File: config.mk
export PLATFORM = sky130hd
export DESIGN_NAME = adc_capture
export DESIGN_NICKNAME = d
export VERILOG_FILES = /design/src/rtl/adc_pkg.sv /design/src/rtl/adc_clk_div.sv /design/src/rtl/adc_capture.sv
export SDC_FILE = /design/constraint.sdc
export NUM_CORES = 1
export LEC_CHECK = 0
export CORE_ASPECT_RATIO = 0.6
export CORE_MARGIN = 8
export CORE_UTILIZATION = 50
export CTS_BUF_LIST = sky130_fd_sc_hd__clkbuf_8
export DETAILED_ROUTE_END_ITERATION = 8
export GPL_TIMING_DRIVEN = 0
export PLACE_DENSITY = 0.8
export SLEW_MARGIN = 15
export SYNTH_ARGS = -nofsm -noshare
export SYNTH_HDL_FRONTEND = slang
export SYNTH_SLANG_ARGS = --single-unit
File: constraint.sdc
create_clock -name clk -period 1.7 [get_ports clk]
set_input_delay 0.17 -clock clk [delete_from_list [all_inputs] [get_ports clk]]
set_output_delay 0.17 -clock clk [all_outputs]
set_load 0.01 [all_outputs]
File: src/rtl/adc_pkg.sv
// adc_pkg -- shared types and helpers for the ADC capture front end.
//
// Contents:
//   cap_state_e  capture FSM states (IDLE, WARM, RUN)
//   ADC_DATA_W   native ADC code width; adc_capture's DATA_W defaults to it
//   CODE_ZERO    bottom rail code (all zeros)
//   CODE_ONES    top rail code (all ones)
//   ob2tc()      offset-binary to two's-complement conversion (MSB invert)
package adc_pkg;

    localparam int ADC_DATA_W = 8;

    localparam logic [ADC_DATA_W-1:0] CODE_ZERO = '0;
    localparam logic [ADC_DATA_W-1:0] CODE_ONES = '1;

    typedef enum logic [1:0] {
        IDLE = 2'd0,
        WARM = 2'd1,
        RUN  = 2'd2
    } cap_state_e;

    // Offset-binary code c maps to c - 2**(W-1); flipping the MSB does exactly that.
    function automatic logic signed [ADC_DATA_W-1:0] ob2tc(input logic [ADC_DATA_W-1:0] code);
        return {~code[ADC_DATA_W-1], code[ADC_DATA_W-2:0]};
    endfunction

endpackage

File: src/rtl/adc_clk_div.sv
// adc_clk_div -- divides clk down to the ADC sample clock and marks the
// capture cycle.
//
// Parameters:
//   DIV        system clocks per ADC sample (2..65535)
// Ports:
//   clk        system clock
//   rst_n      asynchronous active-low reset
//   clr_i      synchronous clear; holds the divider at 0 and adc_clk low
//   cap_stb_o  high on the cycle div_cnt == DIV-1 (the capture cycle)
//   adc_clk_o  registered ADC clock, high while div_cnt < DIV/2
module adc_clk_div #(
    parameter int DIV = 50
) (
    input  logic clk,
    input  logic rst_n,
    input  logic clr_i,
    output logic cap_stb_o,
    output logic adc_clk_o
);

    localparam int                CNT_W    = $clog2(DIV);
    localparam logic [CNT_W-1:0]  CNT_LAST = CNT_W'(DIV - 1);
    localparam logic [CNT_W-1:0]  CNT_HALF = CNT_W'(DIV / 2);

    logic [CNT_W-1:0] div_cnt_q, div_cnt_d;
    logic             adc_clk_q, adc_clk_d;

    always_comb begin
        div_cnt_d = div_cnt_q;
        adc_clk_d = 1'b0;
        if (clr_i) begin
            div_cnt_d = '0;
        end else begin
            // adc_clk is the registered image of the current count, so the
            // pin shows a clean DIV/2 high, DIV-DIV/2 low waveform one clk
            // behind div_cnt.
            adc_clk_d = (div_cnt_q < CNT_HALF);
            div_cnt_d = (div_cnt_q == CNT_LAST) ? '0 : div_cnt_q + CNT_W'(1);
        end
    end

    always_ff @(posedge clk or negedge rst_n) begin
        if (!rst_n) begin
            div_cnt_q <= '0;
            adc_clk_q <= 1'b0;
        end else begin
            div_cnt_q <= div_cnt_d;
            adc_clk_q <= adc_clk_d;
        end
    end

    assign cap_stb_o = !clr_i && (div_cnt_q == CNT_LAST);
    assign adc_clk_o = adc_clk_q;

endmodule

File: src/rtl/adc_capture.sv
// adc_capture -- ADC front end: generates the ADC sample clock, captures
// offset-binary codes, drops start-up samples after each enable and presents
// two's-complement samples with a one-cycle valid strobe. Flags over-range
// (code at either rail) with a sticky flag.
//
// Optional feature macro: ADC_AVG2_EN
//   defined   : RUN samples are averaged in pairs, (s0+s1)>>>1, one strobe per pair
//   undefined : every RUN sample is output
//
// Parameters:
//   DATA_W   ADC/sample width (tied to adc_pkg::ADC_DATA_W)
//   DIV      system clocks per ADC sample (2..65535)
//   DISCARD  samples dropped after each enable (0 allowed)
// Ports:
//   clk       system clock
//   rst_n     asynchronous active-low reset
//   en        capture enable, level-sensitive
//   adc_data  raw ADC code, unsigned offset-binary
//   ovr_clr   single-cycle clear of the sticky over-range flag
//   adc_clk   registered clock to the ADC
//   smp_out   signed two's-complement sample, held between strobes
//   smp_vld   one-cycle strobe, smp_out is new on this cycle
//   ovr       sticky over-range flag
module adc_capture
    import adc_pkg::*;
#(
    parameter int DATA_W  = ADC_DATA_W,
    parameter int DIV     = 50,
    parameter int DISCARD = 4
) (
    input  logic                     clk,
    input  logic                     rst_n,
    input  logic                     en,
    input  logic [DATA_W-1:0]        adc_data,
    input  logic                     ovr_clr,
    output logic                     adc_clk,
    output logic signed [DATA_W-1:0] smp_out,
    output logic                     smp_vld,
    output logic                     ovr
);

    localparam int DISC_W = (DISCARD < 1) ? 1 : $clog2(DISCARD + 1);

    cap_state_e               state_q, state_d;
    logic [DISC_W-1:0]        disc_cnt_q, disc_cnt_d;
    logic signed [DATA_W-1:0] smp_out_q, smp_out_d;
    logic                     smp_vld_q, smp_vld_d;
    logic                     ovr_q, ovr_d;
    logic                     rail_q, rail_d;

    logic                     cap_stb;
    logic                     run_cap;
    logic                     is_rail;
    logic signed [DATA_W-1:0] sample_tc;

`ifdef ADC_AVG2_EN
    logic                     pair_q, pair_d;
    logic signed [DATA_W-1:0] s0_q, s0_d;

    // One extra bit of headroom makes the sum exact; dropping its LSB is a
    // floor divide by two.
    function automatic logic signed [DATA_W-1:0] avg2(input logic signed [DATA_W-1:0] a,
                                                      input logic signed [DATA_W-1:0] b);
        logic signed [DATA_W:0] sum;
        sum = {a[DATA_W-1], a} + {b[DATA_W-1], b};
        return sum[DATA_W:1];
    endfunction
`endif

    // The FSM falls to IDLE in exactly the cycles en is low, so !en is the
    // "next state is IDLE" clear for the divider.
    adc_clk_div #(
        .DIV (DIV)
    ) u_div (
        .clk       (clk),
        .rst_n     (rst_n),
        .clr_i     (!en),
        .cap_stb_o (cap_stb),
        .adc_clk_o (adc_clk)
    );

    assign run_cap   = cap_stb && (state_q == RUN);
    assign is_rail   = (adc_data == CODE_ZERO) || (adc_data == CODE_ONES);
    assign sample_tc = ob2tc(adc_data);

    always_comb begin
        state_d    = state_q;
        disc_cnt_d = disc_cnt_q;
        if (!en) begin
            state_d    = IDLE;
            disc_cnt_d = '0;
        end else begin
            case (state_q)
                IDLE: begin
                    if (DISCARD == 0) begin
                        state_d = RUN;
                    end else begin
                        state_d    = WARM;
                        disc_cnt_d = DISC_W'(DISCARD);
                    end
                end
                WARM: begin
                    if (cap_stb) begin
                        disc_cnt_d = disc_cnt_q - DISC_W'(1);
                        if (disc_cnt_q == DISC_W'(1)) begin
                            state_d = RUN;
                        end
                    end
                end
                RUN:     state_d = RUN;
                default: state_d = IDLE;
            endcase
        end
    end

    always_comb begin
        smp_out_d = smp_out_q;
        smp_vld_d = 1'b0;
        ovr_d     = ovr_q;
        rail_d    = run_cap && is_rail;
`ifdef ADC_AVG2_EN
        pair_d = pair_q;
        s0_d   = s0_q;
        // Outside RUN the pair restarts, so the first RUN sample is always s0.
        if (state_q != RUN) begin
            pair_d = 1'b0;
        end
        if (run_cap) begin
            if (!pair_q) begin
                s0_d   = sample_tc;
                pair_d = 1'b1;
            end else begin
                smp_out_d = avg2(s0_q, sample_tc);
                smp_vld_d = 1'b1;
                pair_d    = 1'b0;
            end
        end
`else
        if (run_cap) begin
            smp_out_d = sample_tc;
            smp_vld_d = 1'b1;
        end
`endif
        // A rail sample's set covers both its capture edge and the following
        // strobe cycle, so a clear landing on either is overridden.
        if (ovr_clr && !rail_q) begin
            ovr_d = 1'b0;
        end
        if (rail_d) begin
            ovr_d = 1'b1;
        end
    end

    always_ff @(posedge clk or negedge rst_n) begin
        if (!rst_n) begin
            state_q    <= IDLE;
            disc_cnt_q <= '0;
            smp_out_q  <= '0;
            smp_vld_q  <= 1'b0;
            ovr_q      <= 1'b0;
            rail_q     <= 1'b0;
        end else begin
            state_q    <= state_d;
            disc_cnt_q <= disc_cnt_d;
            smp_out_q  <= smp_out_d;
            smp_vld_q  <= smp_vld_d;
            ovr_q      <= ovr_d;
            rail_q     <= rail_d;
        end
    end

`ifdef ADC_AVG2_EN
    always_ff @(posedge clk or negedge rst_n) begin
        if (!rst_n) begin
            pair_q <= 1'b0;
            s0_q   <= '0;
        end else begin
            pair_q <= pair_d;
            s0_q   <= s0_d;
        end
    end
`endif

    assign smp_out = smp_out_q;
    assign smp_vld = smp_vld_q;
    assign ovr     = ovr_q;

endmodule

==> results of run 1 <==
-- cells in the mapped netlist --
master                     instances
sky130_fd_sc_hd__a21o_1            1
sky130_fd_sc_hd__a21oi_1           3
sky130_fd_sc_hd__a31oi_2           1
sky130_fd_sc_hd__a41o_1            1
sky130_fd_sc_hd__and2_1            1
sky130_fd_sc_hd__and2_2            1
sky130_fd_sc_hd__and3_1            1
sky130_fd_sc_hd__and4_4            1
sky130_fd_sc_hd__buf_12            1
sky130_fd_sc_hd__clkbuf_1          2
sky130_fd_sc_hd__dfrtp_1          23
sky130_fd_sc_hd__ha_1              8
sky130_fd_sc_hd__inv_1             9
sky130_fd_sc_hd__mux2_4            7
sky130_fd_sc_hd__mux2i_1           3
sky130_fd_sc_hd__nand2_1           6
sky130_fd_sc_hd__nand2b_1          2
sky130_fd_sc_hd__nand3_1           5
sky130_fd_sc_hd__nand4_1           2
sky130_fd_sc_hd__nand4b_1          1
sky130_fd_sc_hd__nor2_1            9
sky130_fd_sc_hd__nor3b_1           1
sky130_fd_sc_hd__nor3b_2           1
sky130_fd_sc_hd__o21a_4            1
sky130_fd_sc_hd__o311ai_0          1
sky130_fd_sc_hd__o31ai_1           1
sky130_fd_sc_hd__or4_1             2
sky130_fd_sc_hd__xnor2_1           3
sky130_fd_sc_hd__xor2_1            2
-- state kept, by name (all words and copies together), names as in the netlist --
signal and flops:
u_div.div_cnt_q 6, state_q 2, smp_out 8, ovr 1
disc_cnt_q 3, u_div.adc_clk_o 1, rail_q 1, smp_vld 1
-- final cells by class --
cell class              instances  area [um^2]  share of cell area
plain buffers                   2         23.8              0.0155
clock buffers                   3         41.3              0.0269
clock inverters                 1         3.75             0.00245
inverters                       9         33.8              0.0220
multi-input cells              65          543               0.354
flip-flops and latches         23          576               0.375
well taps                      30         37.5              0.0245
repair buffers                 27          275               0.179
-- timing repair --
action,4_1_cts,5_1_grt
buffers inserted,0,4
resized for setup,1,1
setup endpoints to repair,7,9
cloned,0,1
pin swaps,0,0
-- logic make-up (layout without fill, tap and decap cells) --
family / after synthesis / count (layout) / share of synthesized area
adder cells (fa/ha/maj): 8 / 8 / 0.0853
AO/OA/AOI/OAI: 9 / 9 / 0.0650
AND/OR/NAND/NOR: 33 / 33 / 0.155
XOR/XNOR: 5 / 5 / 0.0373
multiplexers: 10 / 10 / 0.115
flip-flops: 23 / 23 / 0.490
buffers and inverters: 12 / 42 / 0.0522
-- metal layers --
layer  global-route usage  wire, um
met1                0.133      1080
met2                0.183      1100
met3               0.0316        86
met4               0.0732        48
met5                    0         0
-- power groups by stage --
stage,Combinational (W),Sequential [W],Clock (W)
final,0.000298,0.000615,0.000328
after global routing,0.000340,0.000620,0.000358
after CTS,0.000286,0.000617,0.000337
after detailed placement,0.000280,0.000627,0
after global placement,0.000268,0.000621,0
after floorplan,0.000193,0.000619,0
-- per-stage QoR --
stage | power [W] | instance area [um^2] | TNS (ns) | instances
detailed placement | 0.000908 | 1430 | -0.0634 | 152
CTS | 0.00124 | 1480 | 0 | 156
global placement | 0.000890 | 1430 | 0 | 152
global route | 0.00132 | 1530 | -0.0823 | 160
floorplan | 0.000812 | 1170 | 0 | 100
finish | 0.00124 | 1530 | 0 | 160
-- worst register-to-register path, cell delays in order, from the launching register on --
cell and delay [ns]:
sky130_fd_sc_hd__dfrtp_1 0.40, sky130_fd_sc_hd__inv_2 0.07, sky130_fd_sc_hd__ha_1 0.14, sky130_fd_sc_hd__nor3b_4 0.23, sky130_fd_sc_hd__and4_4 0.29, sky130_fd_sc_hd__clkbuf_16 0.15, sky130_fd_sc_hd__mux2_4 0.29
-- worst max-delay path by stage --
stage                                            start                     end  slack (ns)  cells after the start
after detailed placement  u_div.div_cnt_q[1]$_DFF_PN0_  smp_out[4]$_DFFE_PN0P_       -0.02                      6
after floorplan           u_div.div_cnt_q[1]$_DFF_PN0_  smp_out[0]$_DFFE_PN0P_        0.13                      6
after global routing      u_div.div_cnt_q[1]$_DFF_PN0_  smp_out[6]$_DFFE_PN0P_       -0.02                      6
after CTS                 u_div.div_cnt_q[1]$_DFF_PN0_  smp_out[2]$_DFFE_PN0P_       0.008                      6
after global placement    u_div.div_cnt_q[1]$_DFF_PN0_  smp_out[2]$_DFFE_PN0P_        0.04                      6
final                     u_div.div_cnt_q[1]$_DFF_PN0_  smp_out[6]$_DFFE_PN0P_        0.03                      6
==> impl_results.md, run 1 <==
* Layout cells sized above 1 at 0.169
* CTS tree: built
* Final core utilization at 0.699
* Setup Slack @ Placement at -0.0176 ns
* R2R depth at 6
* Mean number of vias per cell at 5.13
* Status: complete, no violations
* Share of power burned in registers at 0.495
* Number of DRC markers after the initial detailed-route iteration at 70
* Mean Syn Cell Area at between 10 and 15 um^2
* Cell class contributing the biggest share of worst-path delay: simple AND/OR/NAND/NOR gates
* Power Internal at ~0.0009 W
* Crit path setup slack, layout at between 0.02 and 0.03 ns
* Worst clock skew at around 0.0055 ns
* Crit path capture type: flip-flop
* Total number of vias at slightly above 800
* Maximum number of pins on one net before global-route repair at 24
* # port buffers at 22
* Clock H-tree levels at 1
* Clock group share of total power at 0.264
* Final HPWL from detailed placement at roughly 1.7 mm
* Clock tree sinks at 23
* Number of nets with antenna violations after routing at 0
* Routability congestion estimate from global placement at 0.845
* Min Clock Period, post-route at roughly 1.7 ns
* Leakage power at 0.700 nW
* Cts bufs inserted at 3
* Actual transition at the worst max-transition pin at slightly below 1 ns
* Cell Area, Synth at between 1000 and 1500 um^2
* Sw Ratio at 0.291
* Maximum operating frequency at 0.598 GHz
* Top area cells in the synthesized netlist: sky130_fd_sc_hd__dfrtp_1, sky130_fd_sc_hd__mux2_4, sky130_fd_sc_hd__ha_1
* Max-slew violation total from the final report at 0
* Reg-to-reg critical path endpoint: smp_out[6]$_DFFE_PN0P_
* Critical Path Source Type: flip-flop
* Most common cell after layout, fill and taps aside: sky130_fd_sc_hd__dfrtp_1
* Core Area at about 2200 um^2
* Total grt overflow at 0
* Slew margin rel. at 0.351
* Endpoints failing setup at 0
* Overall routing resource usage at 0.113
* Worst hold margin at between 0.4 and 0.5 ns
* # rows at 13
* Overall die height at 53.5 um
* Final routed wire length divided by cell count at 14.5 um
* Cell chain of the critical path: inv_2, ha_1, nor3b_4, and4_4, clkbuf_16, mux2_4
* Initial antenna violation count at 0
* Power share of the combinational group at 0.240
* Crit path max-delay cell type: sky130_fd_sc_hd__dfrtp_1
* Max Root-Sink Buffers at 2
* Wire length of the first global-routing pass at between 3 and 4 mm
* Worst Setup Path Type: flip-flop to flip-flop
* Max IR drop VDD at between 0.4 and 0.5 mV
* Path category of the worst min-delay check: primary input to async pin
* Leading cell types in the layout, fill and taps excluded: sky130_fd_sc_hd__dfrtp_1, sky130_fd_sc_hd__clkdlybuf4s50_1, sky130_fd_sc_hd__inv_1, sky130_fd_sc_hd__nor2_1, sky130_fd_sc_hd__ha_1
* Sequential share of the synthesized area at 0.490
* Number of detailed-routing iterations run before antenna repair at 4
* Clk pin slew, worst setup/hold paths at 0.08 ns
* Vias in the first global route at around 800
* Biggest cell delay along the critical path at 0.40 ns
* Area share of the leading cell type in the synthesized netlist at 0.490
* Cells after synthesis at 100
* DRC errors left at 0
* Flip-flop and latch count after synthesis at 23
* Master cell of the clock root buffer: sky130_fd_sc_hd__clkbuf_8
* Net switching power figure at 0.000361 W
* Overall routed net length at ~2.3 mm
* Number of distinct standard cells referenced by the synthesized netlist at 29
* Post-Synthesis Net Count at 120
* Die Footprint at 4200 um^2
* Total power divided by cell area at 810 nW/um^2
* Origin of the critical flop-to-flop path: u_div.div_cnt_q[1]$_DFF_PN0_
* Clock Latency Late Sink at 0.26 ns
* Die Wd at between 70 and 80 um
* # fillers at about 140
* Setup slack of the most critical reg-to-reg path at ~0.028 ns
* Count of hold-fix buffers inserted at cts at 0
* Number of nets in the layout at 151
* Effective utilization at floorplan at 0.534
* Maximum Capacitance Violations at 0
* Number of top-level design ports at 23
* Final hold violation count at 0
* Area added between synthesis and finish at 30.7%
* Inserted Diodes at 0
* Yosys warns at 0
* Arr. time, crit path at around 1.8 ns
* Required @ worst endpoint at between 1.5 and 2 ns
* Critical path buffers and inverters at 2
* Final clock period utilization by the worst path at 0.983
* Biggest fanout along the worst timing path at 5
* Area leader, netlist: sky130_fd_sc_hd__dfrtp_1
Note: power is estimated with default switching activity, not from simulation.
==> run 2: changes to the inputs <==
--- a/config.mk
+++ b/config.mk
@@ -5,13 +5,15 @@
 export SDC_FILE = /design/constraint.sdc
 export NUM_CORES = 1
 export LEC_CHECK = 0
+export CELL_PAD_IN_SITES_DETAIL_PLACEMENT = 2
+export CELL_PAD_IN_SITES_GLOBAL_PLACEMENT = 2
 export CORE_ASPECT_RATIO = 0.6
 export CORE_MARGIN = 8
-export CORE_UTILIZATION = 50
+export CORE_UTILIZATION = 34
 export CTS_BUF_LIST = sky130_fd_sc_hd__clkbuf_8
 export DETAILED_ROUTE_END_ITERATION = 8
 export GPL_TIMING_DRIVEN = 0
-export PLACE_DENSITY = 0.8
+export PLACE_DENSITY = 0.82
 export SLEW_MARGIN = 15
 export SYNTH_ARGS = -nofsm -noshare
 export SYNTH_HDL_FRONTEND = slang
==> run 2 against run 1 <==
The flow now finishes with violations (negative setup slack). Die area is 34% higher. Critical endpoint is now smp_out[4]$_DFFE_PN0P_. Sequential share of layout area is 0.87 points lower. Core utilization is 22 points lower. Clock power is 3% higher. Critical path depth stayed put. First-iteration DRC count is 80% lower. Setup slack worse by 0.032 ns. Clock-buffer cell count stayed put.
==> impl_results.md, run 2 (same netlist as run 1, synthesis figures left out) <==
* Worst setup path endpoint: smp_out[4]$_DFFE_PN0P_
* Count of hold-fix buffers inserted at cts at 0 (unchanged)
* Maximum Capacitance Violations at 0 (unchanged)
* Number of DRC markers after the initial detailed-route iteration at 14 (-80%)
* Biggest fanout along the worst timing path at 5 (unchanged)
* Cell count after placement at 167 (+9.9%)
* Number of nets in the layout at 152 (+0.66%)
* # port buffers at 22 (unchanged)
* Total power divided by cell area at 818 nW/um^2 (+1.1%)
* Layout cells sized above 1 at 0.191 (+0.0216)
* Worst clock skew at 0.00244 ns (-0.00307 ns)
* Vias in the first global route at 1,018 (+28%)
* Wire length of the first global-routing pass at 5.48 mm (+51%)
* Clock Latency Late Sink at 0.27 ns (about the same)
* Failing checks: negative setup slack
* Arr. time, crit path at 1.86 ns (+0.04 ns)
* Grt met3 use at 0.0426 (+0.0110)
* Core Area at 3280 um^2 (+50%)
* Origin of the critical flop-to-flop path: u_div.div_cnt_q[1]$_DFF_PN0_
* Leakage power at 0.704 nW (+0.69%)
* Routability congestion estimate from global placement at 0.753 (-11%)
* Flip-flop count of the largest register, all copies and words added at 8 (unchanged)
* Final non-filler cell total at 176 (+10%)
* Final HPWL from detailed placement at 2.34 mm (+39%)
* Status: finished with violations
* Worst setup path startpoint: u_div.div_cnt_q[1]$_DFF_PN0_
* Crit path setup slack, layout at -0.00404 ns (-0.0323 ns)
* DRC errors left at 0 (unchanged)
* Overall die height at 61.5 um (+15%)
* Effective utilization at floorplan at 0.357 (-0.177)
* Crit path max-delay cell type: sky130_fd_sc_hd__dfrtp_1
* Number of nets with antenna violations after routing at 0 (unchanged)
* Die Wd at 91.9 um (+17%)
* Clock H-tree levels at 1 (unchanged)
* # fillers at 346 (+140%)
* R2R depth at 6 (unchanged)
* Mean number of vias per cell at 4.86 (-5.2%)
* CTS tree: built
* Final core utilization at 0.479 (-0.219)
* Slew margin rel. at 0.304 (-0.0474)
* Actual transition at the worst max-transition pin at 1.04 ns (+0.0709 ns)
* Met2 usage at 0.242 (+0.0586)
* Met1 Resource Use GR at 0.135 (+0.00177)
* Maximum number of pins on one net before global-route repair at 24 (unchanged)
* Total number of vias at 855 (+4.3%)
* Critical Path Source Type: flip-flop
* Critical path buffers and inverters at 2 (unchanged)
* Worst Setup Path Type: flip-flop to flip-flop
* Most heavily used metal layer in global routing: met2
* Final hold violation count at 0 (unchanged)
* Clock tree sinks at 23 (unchanged)
* WP depth at 6 (unchanged)
* Max Root-Sink Buffers at 2 (unchanged)
* Final routed wire length divided by cell count at 19.0 um (+31%)
* Master cell of the clock root buffer: sky130_fd_sc_hd__clkbuf_8
* Overall routed net length at 3.35 mm (+44%)
* # rows at 16 (+3)
* Cell class contributing the biggest share of worst-path delay: simple AND/OR/NAND/NOR gates
* Clk pin slew, worst setup/hold paths at 0.08 ns (about the same)
* Min Clock Period, post-route at 1.70 ns (+0.0323 ns)
* Path category of the worst min-delay check: primary input to async pin
* Leading cell types in the layout, fill and taps excluded: sky130_fd_sc_hd__dfrtp_1, sky130_fd_sc_hd__clkdlybuf4s50_1, sky130_fd_sc_hd__inv_1, sky130_fd_sc_hd__nor2_1
* Total grt overflow at 0 (unchanged)
* Number of detailed-routing iterations run before antenna repair at 2 (-2)
* Overall routing resource usage at 0.128 (+0.0151)
* Die Footprint at 5650 um^2 (+34%)
* Reg-to-reg critical path endpoint: smp_out[4]$_DFFE_PN0P_
* Inserted Diodes at 0 (unchanged)
* Area added between synthesis and finish at 34.1%
* Required @ worst endpoint at 1.86 ns (about the same)
* Initial antenna violation count at 0 (unchanged)
* Number of top-level design ports at 23 (unchanged)
* Biggest cell delay along the critical path at 0.41 ns (about the same)
* Max IR drop VDD at 0.365 mV (-18%)
* Setup slack of the most critical reg-to-reg path at -0.004 ns (-0.03 ns)
* Crit path capture type: flip-flop
* Unrepaired setup endpoints after global routing: yes
* Cell chain of the critical path: inv_2, ha_4, nor3b_4, and4_4, clkbuf_16, mux2_4
* Final clock period utilization by the worst path at 1.00 (+0.0190)
* Endpoints failing setup at 2 (+2)
* Max-slew violation total from the final report at 0 (unchanged)
* Worst hold margin at 0.461 ns (+0.0215 ns)
* Cts bufs inserted at 3 (unchanged)
* Maximum operating frequency at 0.587 GHz (-1.9%)
run 2: changes by cell type in the layout (fill, tap and decap cells not counted), sizes merged:
cell	change
buf	+1
run 2: final cells by class:
type / count / area, um^2 / area share
Inverter: 9 / 33.8 / 0.0215
Timing Repair Buffer: 28 / 283 / 0.180
Tap cell: 45 / 56.3 / 0.0358
Clock inverter: 1 / 3.75 / 0.00238
Buffer: 2 / 23.8 / 0.0151
Clock buffer: 3 / 41.3 / 0.0262
Sequential cell: 23 / 577 / 0.366
Multi-Input combinational cell: 65 / 556 / 0.353
run 2: metal layers:
| layer | vias to the layer above | wire length (um) |
|---|---|---|
| li1 | 400 | - |
| met1 | 433 | 1400 |
| met2 | 17 | 1740 |
| met3 | 5 | 175 |
| met4 | 0 | 34 |
| met5 | - | 0 |
run 2: stage by stage:
step	TNS (ns)	setup WS [ns]	total power [W]	cell area [um^2]
CTS	0	0.00334	0.00130	1520
global placement	0	0.0181	0.000897	1450
finish	-0.00498	-0.00404	0.00129	1570
global route	-0.338	-0.0511	0.00137	1570
floorplan	0	0.132	0.000812	1170
detailed placement	-0.355	-0.0591	0.000941	1450
run 2: repair_timing:
action / in CTS / in global routing
gates resized for setup: 2 / 3
gates cloned: 0 / 1
endpoints found under the setup margin: 7 / 12
buffers inserted: 3 / 2
pin swaps: 1 / 1
run 2: power breakdown:
part / total, W / switching [W] / leakage, nW / internal, W
Clock: 0.000337 / 0.000175 / 0.0269 / 0.000162
Combinational: 0.000331 / 0.000197 / 0.371 / 0.000134
Sequential: 0.000620 / 0.0000325 / 0.307 / 0.000588
run 2: worst min-delay path by stage:
| stage | start | cells past startpoint | end |
|---|---|---|---|
| 2_1_floorplan | rst_n | 0 | disc_cnt_q[0]$_DFFE_PN0P_ |
| 3_3_place_gp | ovr$_DFFE_PN0P_ | 1 | ovr$_DFFE_PN0P_ |
| 3_5_place_dp | u_div.div_cnt_q[5]$_DFF_PN0_ | 1 | u_div.adc_clk_o$_DFF_PN0_ |
| 4_1_cts | rst_n | 1 | disc_cnt_q[0]$_DFFE_PN0P_ |
| 5_1_grt | rst_n | 1 | disc_cnt_q[0]$_DFFE_PN0P_ |
| 6_report | rst_n | 1 | disc_cnt_q[0]$_DFFE_PN0P_ |
